--- src/rtl/alu_op_sequencer.sv ---
// Buffers ALU operation requests in a FIFO, issues them one at a time to the ALU and returns
// captured results on a valid/ready response port. ALU_SEQ_STATS_EN adds op/error counters.
module alu_op_sequencer #(
  parameter int unsigned W       = 8,
  parameter int unsigned DEPTH   = 4,
  parameter int unsigned LAT     = 1,
  parameter int unsigned MUL_LAT = 2
) (
  input  logic           clk_i,
  input  logic           rst_ni,
  input  logic           req_valid_i,
  output logic           req_ready_o,
  input  logic           req_mode_i,
  input  logic [3:0]     req_cmd_i,
  input  logic [W-1:0]   req_opa_i,
  input  logic [W-1:0]   req_opb_i,
  input  logic           req_cin_i,
  output logic [1:0]     inp_valid_o,
  output logic           mode_o,
  output logic [3:0]     cmd_o,
  output logic           cin_o,
  output logic [W-1:0]   opa_o,
  output logic [W-1:0]   opb_o,
  output logic           ce_o,
  input  logic [2*W-1:0] res_i,
  input  logic           err_i,
  input  logic           oflow_i,
  input  logic           cout_i,
  input  logic           g_i,
  input  logic           l_i,
  input  logic           e_i,
  output logic           rsp_valid_o,
  input  logic           rsp_ready_i,
  output logic [2*W-1:0] rsp_res_o,
  output logic [5:0]     rsp_flags_o,
  output logic [4:0]     rsp_cmd_o
`ifdef ALU_SEQ_STATS_EN
  ,
  output logic [15:0]    op_count_o,
  output logic [15:0]    err_count_o
`endif
);

  localparam int unsigned PtrW = $clog2(DEPTH);
  localparam int unsigned CntW = $clog2(DEPTH + 1);

  typedef struct packed {
    logic         mode;
    logic [3:0]   cmd;
    logic [W-1:0] opa;
    logic [W-1:0] opb;
    logic         cin;
  } op_t;

  typedef enum logic [1:0] {StIdle, StIssue, StWait, StResp} state_e;

  state_e            state_q, state_d;
  op_t               mem_q [DEPTH];
  op_t               op_q, op_d, req_op;
  logic [PtrW-1:0]   wr_ptr_q, rd_ptr_q;
  logic [CntW-1:0]   count_q;
  logic [2:0]        wait_q, wait_d;
  logic              init_q;
  logic              push, pop, capture, fifo_empty, is_mul, drive;
  logic [2*W-1:0]    rsp_res_q;
  logic [5:0]        rsp_flags_q;
  logic [4:0]        rsp_cmd_q;

  assign req_op     = '{mode: req_mode_i, cmd: req_cmd_i, opa: req_opa_i, opb: req_opb_i,
                        cin: req_cin_i};
  assign fifo_empty = (count_q == '0);
  // init_q holds ready low until the first edge after reset release
  assign req_ready_o = init_q && (count_q != CntW'(DEPTH));
  assign push        = req_valid_i && req_ready_o;
  assign is_mul      = op_q.mode && ((op_q.cmd == 4'd9) || (op_q.cmd == 4'd10));

  always_comb begin
    state_d = state_q;
    op_d    = op_q;
    wait_d  = wait_q;
    pop     = 1'b0;
    capture = 1'b0;
    unique case (state_q)
      StIdle: begin
        if (!fifo_empty) begin
          pop     = 1'b1;
          state_d = StIssue;
        end
      end
      StIssue: begin
        wait_d  = is_mul ? 3'(MUL_LAT) : 3'(LAT);
        state_d = StWait;
      end
      StWait: begin
        wait_d = wait_q - 3'd1;
        if (wait_q == 3'd1) begin
          capture = 1'b1;
          state_d = StResp;
        end
      end
      StResp: begin
        if (rsp_ready_i) begin
          if (!fifo_empty) begin
            pop     = 1'b1;
            state_d = StIssue;
          end else begin
            state_d = StIdle;
          end
        end
      end
      default: state_d = StIdle;
    endcase
    if (pop) op_d = mem_q[rd_ptr_q];
  end

  always_ff @(posedge clk_i) begin
    if (push) mem_q[wr_ptr_q] <= req_op;
  end

  always_ff @(posedge clk_i or negedge rst_ni) begin
    if (!rst_ni) begin
      state_q     <= StIdle;
      op_q        <= '0;
      wait_q      <= '0;
      wr_ptr_q    <= '0;
      rd_ptr_q    <= '0;
      count_q     <= '0;
      init_q      <= 1'b0;
      rsp_res_q   <= '0;
      rsp_flags_q <= '0;
      rsp_cmd_q   <= '0;
    end else begin
      state_q <= state_d;
      op_q    <= op_d;
      wait_q  <= wait_d;
      init_q  <= 1'b1;
      if (push) wr_ptr_q <= wr_ptr_q + PtrW'(1);
      if (pop)  rd_ptr_q <= rd_ptr_q + PtrW'(1);
      if (push && !pop)      count_q <= count_q + CntW'(1);
      else if (!push && pop) count_q <= count_q - CntW'(1);
      if (capture) begin
        rsp_res_q   <= res_i;
        rsp_flags_q <= {err_i, oflow_i, cout_i, g_i, l_i, e_i};
        rsp_cmd_q   <= {op_q.mode, op_q.cmd};
      end
    end
  end

  // ALU pins carry the operation only while it is at the ALU; zero otherwise
  assign drive       = (state_q == StIssue) || (state_q == StWait);
  assign inp_valid_o = (state_q == StIssue) ? 2'b11 : 2'b00;
  assign ce_o        = drive;
  assign mode_o      = drive && op_q.mode;
  assign cmd_o       = drive ? op_q.cmd : '0;
  assign cin_o       = drive && op_q.cin;
  assign opa_o       = drive ? op_q.opa : '0;
  assign opb_o       = drive ? op_q.opb : '0;

  assign rsp_valid_o = (state_q == StResp);
  assign rsp_res_o   = rsp_res_q;
  assign rsp_flags_o = rsp_flags_q;
  assign rsp_cmd_o   = rsp_cmd_q;

`ifdef ALU_SEQ_STATS_EN
  logic        rsp_hs;
  logic [15:0] op_cnt_q, err_cnt_q;

  assign rsp_hs = (state_q == StResp) && rsp_ready_i;

  always_ff @(posedge clk_i or negedge rst_ni) begin
    if (!rst_ni) begin
      op_cnt_q  <= '0;
      err_cnt_q <= '0;
    end else if (rsp_hs) begin
      if (op_cnt_q != 16'hFFFF) op_cnt_q <= op_cnt_q + 16'd1;
      if (rsp_flags_q[5] && (err_cnt_q != 16'hFFFF)) err_cnt_q <= err_cnt_q + 16'd1;
    end
  end

  assign op_count_o  = op_cnt_q;
  assign err_count_o = err_cnt_q;
`endif

endmodule

--- config.mk ---
export PLATFORM = sky130hd
export DESIGN_NAME = alu_op_sequencer
export DESIGN_NICKNAME = d
export VERILOG_FILES = /design/src/rtl/alu_op_sequencer.sv
export SDC_FILE = /design/constraint.sdc
export NUM_CORES = 1
export LEC_CHECK = 0
export CORE_ASPECT_RATIO = 0.6
export CORE_MARGIN = 2
export CORE_UTILIZATION = 45
export CTS_CLUSTER_SIZE = 10
export DETAILED_ROUTE_END_ITERATION = 16
export GPL_TIMING_DRIVEN = 0
export HOLD_SLACK_MARGIN = 0.15
export PLACE_DENSITY_LB_ADDON = 0.3
export SETUP_SLACK_MARGIN = 0.02
export SLEW_MARGIN = 0
export SYNTH_ARGS = -nofsm -noshare
export SYNTH_HDL_FRONTEND = slang
export SYNTH_SLANG_ARGS = --single-unit
--- constraint.sdc ---
create_clock -name clk_i -period 3.5 [get_ports clk_i]
set_input_delay 0.35 -clock clk_i [delete_from_list [all_inputs] [get_ports clk_i]]
set_output_delay 0.35 -clock clk_i [all_outputs]
set_load 0.005 [all_outputs]
# Word-level counts from Yosys, hierarchy flattened
# Memories as Yosys holds them, arrays and structs flattened. A register that Yosys moved wholly into a read port is not among the register bits.
# Cells that the tools add are included.
[classes]
n_addsub = 5
eq_ne = 10
muxes = 20
n_reduce_logical = 17
[op_table]
columns = ["operator", "n"]
rows = [
  ["$mux 8", 2],
  ["$mux 2", 5],
  ["$eq 4x4->1 const B", 2],
  ["$pmux 2 s4", 1],
  ["$logic_and 1x1->1", 7],
  ["$mux 1", 7],
  ["$mux 3", 2],
  ["$pmux 3 s2", 1],
  ["$sub 3x1->3 const B", 2],
  ["$add 2x1->2 const B", 2],
  ["$eq 2x2->1 const B", 2],
  ["$mux 4", 1],
  ["$ne 2x2->1 const B", 2],
  ["$reduce_bool 2->1", 2],
  ["$add 3x1->3 const B", 1],
  ["$eq 3x1->1 const B", 1],
  ["$logic_not 1->1", 3],
  ["$logic_not 3->1", 1],
  ["$ne 3x3->1 const B", 1],
  ["$reduce_and 3->1", 1],
  ["$eq 2x1->1 const B", 1],
  ["$logic_not 2->1", 1],
  ["$logic_or 1x1->1", 2],
  ["$ne 2x1->1 const B", 1],
  ["$pmux 1 s2", 1],
]
[word_totals]
ff_bits = 40
mem_bits_rw = 88
in_bits = 48
out_inout_bits = 54
wordCells = 62
n_memories = 1
[memory_table]
columns = ["memory", "words", "width", "read_ports", "rd_clocked_by_memory_dff", "wr", "line_no", "rtl"]
rows = [
  ["mem_q", 4, 22, 1, 1, 1, "58", "op_t mem_q [DEPTH];"],
]

# Longest topological paths before layout
# Gate-level depths: netlist (run 1).
[depth]
depth_word = 7
ltp_mapped = 12
ltp_nobuf = 11

# Worst setup path after synthesis (run 1)
# OpenSTA, ideal clock, no wires.
[synth_path]
path_kind = "flip-flop to flip-flop"
start = "register state_q[0]"
end = "register count_q[1]"
setup_time_ns = 0.125
arrival_ns = 2.331
t_required_ns = 3.375
slack_ns = 1.044
path_stages_with_launch = 10
path_buffers = 1
period_less_slack_ns = 2.456
path_cell_list = "dfrtp_1 -> inv_1 -> ha_1 -> nor3_4 -> buf_6 -> inv_1 -> ha_1 -> inv_1 -> fa_1 -> mux2_2"
[synth_via]
elab_chain_len = 5
word_cells_on_any_way = 8
classes_between = "eq/ne: 1; mux: 2; reduce/logical: 5"
[synth_lines]
columns = ["item", "line_no", "rtl"]
rows = [
  ["start: declaration", "57", "state_e state_q, state_d;"],
  ["start signal: assignment", "122", "state_q <= StIdle;"],
  ["start signal: assignment", "133", "state_q <= state_d;"],
  ["$eq 2x2->1 or $logic_not 2->1 (tied branches)", "83", "unique case (state_q)"],
  ["$pmux 1 s2 (*)", "83", ""],
  ["$logic_not 1->1", "139", "if (push && !pop) count_q <= count_q + CntW'(1);"],
  ["$logic_and 1x1->1", "139", ""],
  ["$mux 3 or $reduce_bool 2->1 (tied branches)", "n/a", ""],
  ["end signal: assignment", "139", ""],
  ["end signal: assignment", "140", "else if (!push && pop) count_q <= count_q - CntW'(1);"],
  ["end: declaration", "61", "logic [CntW-1:0] count_q;"],
]
# Every way passes the cells marked *; elsewhere a longest branch is shown, timed or not.
# A chain may end at the register's enable or synchronous reset.

# Worst setup path in the final report (run 1)
[layout_path]
start = "register state_q[1]"
end = "output port opa_o[6]"
[layout_via]
elab_chain_len = 3
word_cells_on_any_way = 4
classes_between = "eq/ne: 2; mux: 1; reduce/logical: 1"
[layout_lines]
columns = ["item", "line_no", "rtl"]
rows = [
  ["$eq 2x1->1 or $eq 2x2->1 (tied branches)", "150", "assign drive = (state_q == StIssue) || (state_q == StWait);"],
  ["$logic_or 1x1->1 (*)", "150", ""],
  ["$mux 8 (*)", "156", "assign opa_o = drive ? op_q.opa : '0;"],
  ["end: declaration", "22", "output logic [W-1:0] opa_o,"],
]
# Marked as above.

==> results of run 1 <==
area by class of cell:
type / count / area [um^2] / share of cell area [%]
Sequential cell: 150 / 4190 / 53.0
Multi-Input combinational cell: 150 / 1740 / 22.0
Timing Repair Buffer: 102 / 1020 / 12.9
Clock buffer: 23 / 512 / 6.46
Tap cell: 170 / 213 / 2.69
Buffer: 13 / 111 / 1.41
Clock inverter: 9 / 87.6 / 1.11
Inverter: 11 / 41.3 / 0.521
timing repair:
item,in CTS,in global routing
hold buffers,1,0
hold endpoints to repair,62,0
buffers inserted,0,0
setup endpoints to repair,0,6
gates resized for setup,0,2
cell usage in the layout, fill, tap and decap left out, drive strengths merged:
cell type	instances
clkdlybuf4s50	100
edfxtp	88
dfrtp	62
mux2	51
clkbuf	27
and2	23
mux4	22
inv	14
ha	12
buf	10
o21ai	5
clkinv	5
nor2	4
and3	4
xnor2	4
nand2	4
a21oi	3
xor2	3
nor3	3
nand2b	2
nand3	2
a21boi	1
or3b	1
o211ai	1
a222oi	1
nand3b	1
and4b	1
fa	1
bufinv	1
dlygate4sd3	1
conb	1
state kept, by name, indices dropped and copies added, names as in the netlist:
register     flops
wait_q           3
count_q          3
state_q          2
rsp_flags_o      6
rsp_res_o       16
op_q            22
rd_ptr_q         2
rsp_cmd_o        5
init_q           1
mem_q           88
wr_ptr_q         2
critical path: stages, from the launching register on:
cell	delay (ps)
dfrtp_1	390
inv_1	110
ha_1	410
clkbuf_1	320
clkbuf_2	360
and2_1	220
clkdlybuf4s50_1	510
power breakdown:
part / internal [uW] / switching [uW] / total [uW]
Clock: 1110 / 705 / 1820
Combinational: 1770 / 1140 / 2900
Sequential: 2380 / 253 / 2630
Total: 5250 / 2090 / 7350
through the flow:
| step | util, % | TNS, ps | setup WS (ps) |
|---|---|---|---|
| after CTS | 60.8 | 0 | 126 |
| final | 60.8 | 0 | 418 |
| after global placement | 56.2 | -7080 | -117 |
| after floorplan | - | 0 | 1040 |
| after detailed placement | 56.2 | 0 | 578 |
| after global routing | 60.8 | 0 | 245 |
per-layer routing:
layer,GRT usage [%],vias to the layer above,share of wire [%]
met3,4.47,11,5.0
met1,25.0,1634,50
met4,5.84,0,0.93
li1,-,1459,-
met2,24.3,88,44
met5,0,-,0
worst max path at each step:
stage	startpoint	cells past startpoint	endpoint
2_1_floorplan	state_q[0]$_DFFE_PN0P_	9	count_q[1]$_DFFE_PN0P_
3_3_place_gp	rst_ni	1	rsp_res_o[11]$_DFFE_PN0P_
3_5_place_dp	state_q[1]$_DFFE_PN0P_	6	opa_o[6]
4_1_cts	state_q[1]$_DFFE_PN0P_	6	opa_o[6]
5_1_grt	state_q[0]$_DFFE_PN0P_	6	opa_o[4]
6_report	state_q[1]$_DFFE_PN0P_	6	opa_o[6]
kinds of logic after synthesis:
family	after synthesis	share of synthesized area, %
mux	73	18.9
simple gates	45	4.67
compound gates	11	1.13
flops	150	68.9
xor+xnor	7	1.01
other cells	1	0.0616
buf+inv	24	2.49
fa+ha+maj	13	2.80
==> results.yml, run 1 <==
timing:
  min_period_ps: 3080
  finalCritPeriodShare_pct: 88.1
  setup_viol_count_final: 0
  worstMarginPinSlew_ps: 1290
  slew_violations: 0
  rsz0062_at_grt: "false"
  max_freq_mhz: 324
  holdWs_ps: 497
  fin_skew_ps: 11.3
  finalHoldViolCount: 0
  slew_headroom_pct: 13.9
clock_tree:
  cts_root_buf: "clkbuf_16"
  htreeDepth: 4
  cts_tree: "built"
  clockBufferDepth: 2
  path_clk_slew_ps: 60
  tritoncts_num_sinks: 150
  numCtsBuffers: 17
  clk_latency_ps: 420
pwr:
  peakVddDrop_uv: 423
  fin_total_pwr_uw: 7350
  p_per_area_mw_per_mm2: 928
  p_leak_uw: 0.00301
synthesis:
  synth.area.top_cells: "edfxtp_1, dfrtp_1, mux4_2"
  async_flop_share_pct: 41.3
  netlist_top_cells_count: "edfxtp_1, dfrtp_1, mux2_2"
  synth_ff_type: "edfxtp_1"
  seq_area_frac_synth_pct: 68.9
  syn_area_per_cell_um2: 18.8
  synth_edf_count: 88
  synth_warnings: 0
  synth_most_common_cell: "edfxtp_1"
  synth_cells: 324
  yosys.area.top_type: "edfxtp_1"
  ys_types: 39
  syn_nets: 385
  synth_top_area_share_pct: 43.4
  ys_ff_latch: 150
  synth_area_mm2: 0.00609
drt:
  drtAntennaViolNets: 0
  vias: 3192
  drt-wirelength-per-cell_um: 18.0
  drcViolationCount: 0
  vias_per_cell: 5.08
  routed_wl_um: 11300
  first_pass_iters: 4
  drtIter0Drc: 166
floorplan:
  die_w_um: 154
  ioPinCount: 102
  chipHeight_um: 94.1
  num_rows: 32
  core_mm2: 0.0130
  initial_core_util_pct: 46.8
  die_area_mm2: 0.0145
worst_setup_path:
  reg2reg_depth: 9
  cp.required_ps: 3150
  crit_fanout: 10
  startpoint_type: "flop"
  r2r-end: "count_q[1]$_DFFE_PN0P_"
  cp-end-kind: "output port"
  worstReg2RegStart: "state_q[0]$_DFFE_PN0P_"
  path_class: "flop to output port"
  worstPathArrival_ps: 2730
  r2r_slack_ps: 840
final_layout:
  fin_cells: 628
  final_nets: 506
  drive_above_1_share_pct: 24.5
  diodes: 0
  area_growth_pct: 30.1
  nFillCells: 921
  design_area_mm2: 0.00792
global_route:
  grt.overflow.total: 0
  grt_pass1_vias: 3281
  grtUsageTotal_pct: 16.9
  grt_pass1_wl_um: 18100
  grt_start_max_net_pins: 63
  antenna_found_initial: 0
min_path:
  whs_endpoint: "op_q[15]$_DFFE_PN0P_"
  hp-class: "flop to flop"
  min_from: "op_q[15]$_DFFE_PN0P_"
  holdPathStages: 1
placed_design:
  place.gp.congestion: 0.764
  place_area_mm2: 0.00731
  dpl.hpwl_um: 7350
  placed_cells: 595
  portBuffers: 101
status:
  outcome: "completed"
job:
  drv_cap: 0
(Power assumes the default switching activity.)
==> inputs of run 2 (changes only) <==
--- a/config.mk
+++ b/config.mk
@@ -13,7 +13,9 @@
 export GPL_TIMING_DRIVEN = 0
 export HOLD_SLACK_MARGIN = 0.15
 export PLACE_DENSITY_LB_ADDON = 0.3
+export REMOVE_ABC_BUFFERS = 1
 export SETUP_SLACK_MARGIN = 0.02
+export SKIP_LAST_GASP = 1
 export SLEW_MARGIN = 0
 export SYNTH_ARGS = -nofsm -noshare
 export SYNTH_HDL_FRONTEND = slang
==> run 2 against run 1 <==
Register-to-register slack lost 140 ps. Critical path depth decreased by 2. Clock-buffer cell count down 6. Sequential share of layout area increased by 0.41 points. Fmax shrank 0.41%. Critical path type unchanged. Critical endpoint is now opa_o[3].
==> results.yml, run 2 (synthesis gave the netlist of run 1 again) <==
status:
  outcome: "completed"
pwr:
  pwr-share-clk_pct: 24.9
  p_comb_share_pct: 37.1
  p_leak_uw: 0.00298
  p_per_area_mw_per_mm2: 917
  intPower_uw: 5070
  pwr-share-seq_pct: 38.0
  peakVddDrop_uv: 377
  p_sw_share_pct: 29.7
  power_switching_uw: 2140
final_layout:
  diodes: 0
  largest_register: "mem_q"
  nFillCells: 985
  largest_reg_flops: 88
  fin_cells: 619
  drive_above_1_share_pct: 24.7
  area_growth_pct: 29.1
  final_common_cell: "clkdlybuf4s50_1"
  layout_common_cells: "clkdlybuf4s50_1, edfxtp_1, dfrtp_1"
  final_nets: 497
floorplan:
  chipHeight_um: 94.1
  num_rows: 32
  core_mm2: 0.0130
  initial_core_util_pct: 46.8
  ioPinCount: 102
  die_area_mm2: 0.0145
  die_w_um: 154
placed_design:
  place.gp.congestion: 0.667
  dpl.hpwl_um: 6720
  portBuffers: 101
  placed_cells: 583
  place_ws_ps: 143
worst_setup_path:
  crit_fanout: 32
  startpoint_type: "flop"
  path_class: "flop to output port"
  crit_path_start: "state_q[1]$_DFFE_PN0P_"
  cp_top_family: "adder cells"
  worstPathArrival_ps: 2750
  cp.required_ps: 3150
  crit_path_cell_trace: "inv_1, ha_1, and2_1, clkdlybuf4s50_1"
  cp-end-kind: "output port"
  crit_path_max_incr_delay_ps: 1000
  slowest_stage: "ha_1"
  path_buf_inv: 2
  worstReg2RegStart: "state_q[1]$_DFFE_PN0P_"
timing:
  rsz0062_at_grt: "false"
  setup_viol_count_final: 0
  worstMarginPinSlew_ps: 1260
  tns_ps: 0
  finalHoldViolCount: 0
  slew_violations: 0
  max_freq_mhz: 323
  min_period_ps: 3100
  fin_skew_ps: 14.0
  finalCritPeriodShare_pct: 88.4
  worst_slack_ps: 405
  slew_headroom_pct: 16.0
clock_tree:
  cts_tree: "built"
  clk_latency_ps: 420
  cts_root_buf: "clkbuf_16"
  path_clk_slew_ps: 60
  tritoncts_num_sinks: 150
  htreeDepth: 4
  numCtsBuffers: 17
  cts_resized: 0
  clockBufferDepth: 2
min_path:
  hp-class: "flop to flop"
  min_from: "wait_q[1]$_DFFE_PN0N_"
drt:
  drt-wirelength-per-cell_um: 17.5
  vias_per_cell: 5.04
  drtAntennaViolNets: 0
  drtIter0Drc: 176
  drcViolationCount: 0
  routed_wl_um: 10800
  vias: 3119
  first_pass_iters: 7
job:
  drv_cap: 0
global_route:
  grt_pass1_vias: 3141
  antenna_found_initial: 0
  grt_start_max_net_pins: 63
  grt_pass1_wl_um: 16900
  grt.overflow.total: 0
  grtUsageTotal_pct: 15.9
[run 2: what timing repair did]
item | in CTS | in global routing
setup buffers | 0 | 3
hold buffers | 1 | 0
hold endpoints to repair | 62 | 0
setup endpoints to repair | 0 | 1
[run 2: through the flow]
step	area, um^2	power, uW	hold WS [ps]	utilization, %
3_3_place_gp	7200	5360	481	55.3
5_1_grt	7860	7640	518	60.4
6_report	7860	7210	500	60.4
3_5_place_dp	7230	5470	488	55.5
4_1_cts	7840	7290	507	60.2
2_1_floorplan	5980	4190	54.4	-
[run 2: worst register-to-register path: stages (launching register included)]
cell and delay, ps:
dfrtp_1 400, inv_1 120, ha_1 1000, nor3_4 70, inv_1 90, ha_1 180, inv_1 60, fa_1 380
xor2_1 170, nor2_1 110, xor2_1 150
[run 2: path summary, 6_finish.rpt]
kind,end,slack [ps],depth (start not counted)
hold reg to reg,wait_q[1]$_DFFE_PN0N_,500,2
hold / removal,wait_q[1]$_DFFE_PN0N_,500,2
setup / recovery,opa_o[3],400,4
setup reg to reg,count_q[2]$_DFFE_PN0P_,700,10
max in group asynchronous,rd_ptr_q[0]$_DFFE_PN0P_,2350,2
min in group asynchronous,count_q[0]$_DFFE_PN0P_,560,2
[run 2: cell type report]
| type | instances | area [um^2] | area share, % |
|---|---|---|---|
| multi-input cells | 150 | 1740 | 22.1 |
| well taps | 170 | 213 | 2.71 |
| inverters | 11 | 41.3 | 0.525 |
| repair buffers | 106 | 1070 | 13.6 |
| flip-flops and latches | 150 | 4200 | 53.4 |
| clock buffers | 17 | 425 | 5.41 |
| clock inverters | 15 | 175 | 2.23 |
[run 2: per-layer routing]
| metal | vias up | part of all wire (%) | GRT usage, % |
|---|---|---|---|
| met5 | - | 0 | 0 |
| met4 | 0 | 0.47 | 4.67 |
| met3 | 5 | 6.2 | 5.35 |
| met2 | 73 | 48 | 25.5 |
| met1 | 1595 | 46 | 20.8 |
| li1 | 1446 | - | - |
[run 2: power groups by stage]
| stage | Clock, uW | Combinational, uW | Sequential (uW) |
|---|---|---|---|
| floorplan | 0 | 1500 | 2690 |
| global placement | 0 | 2600 | 2760 |
| detailed placement | 0 | 2690 | 2780 |
| CTS | 1840 | 2700 | 2760 |
| global route | 1920 | 2890 | 2830 |
| finish | 1790 | 2670 | 2740 |
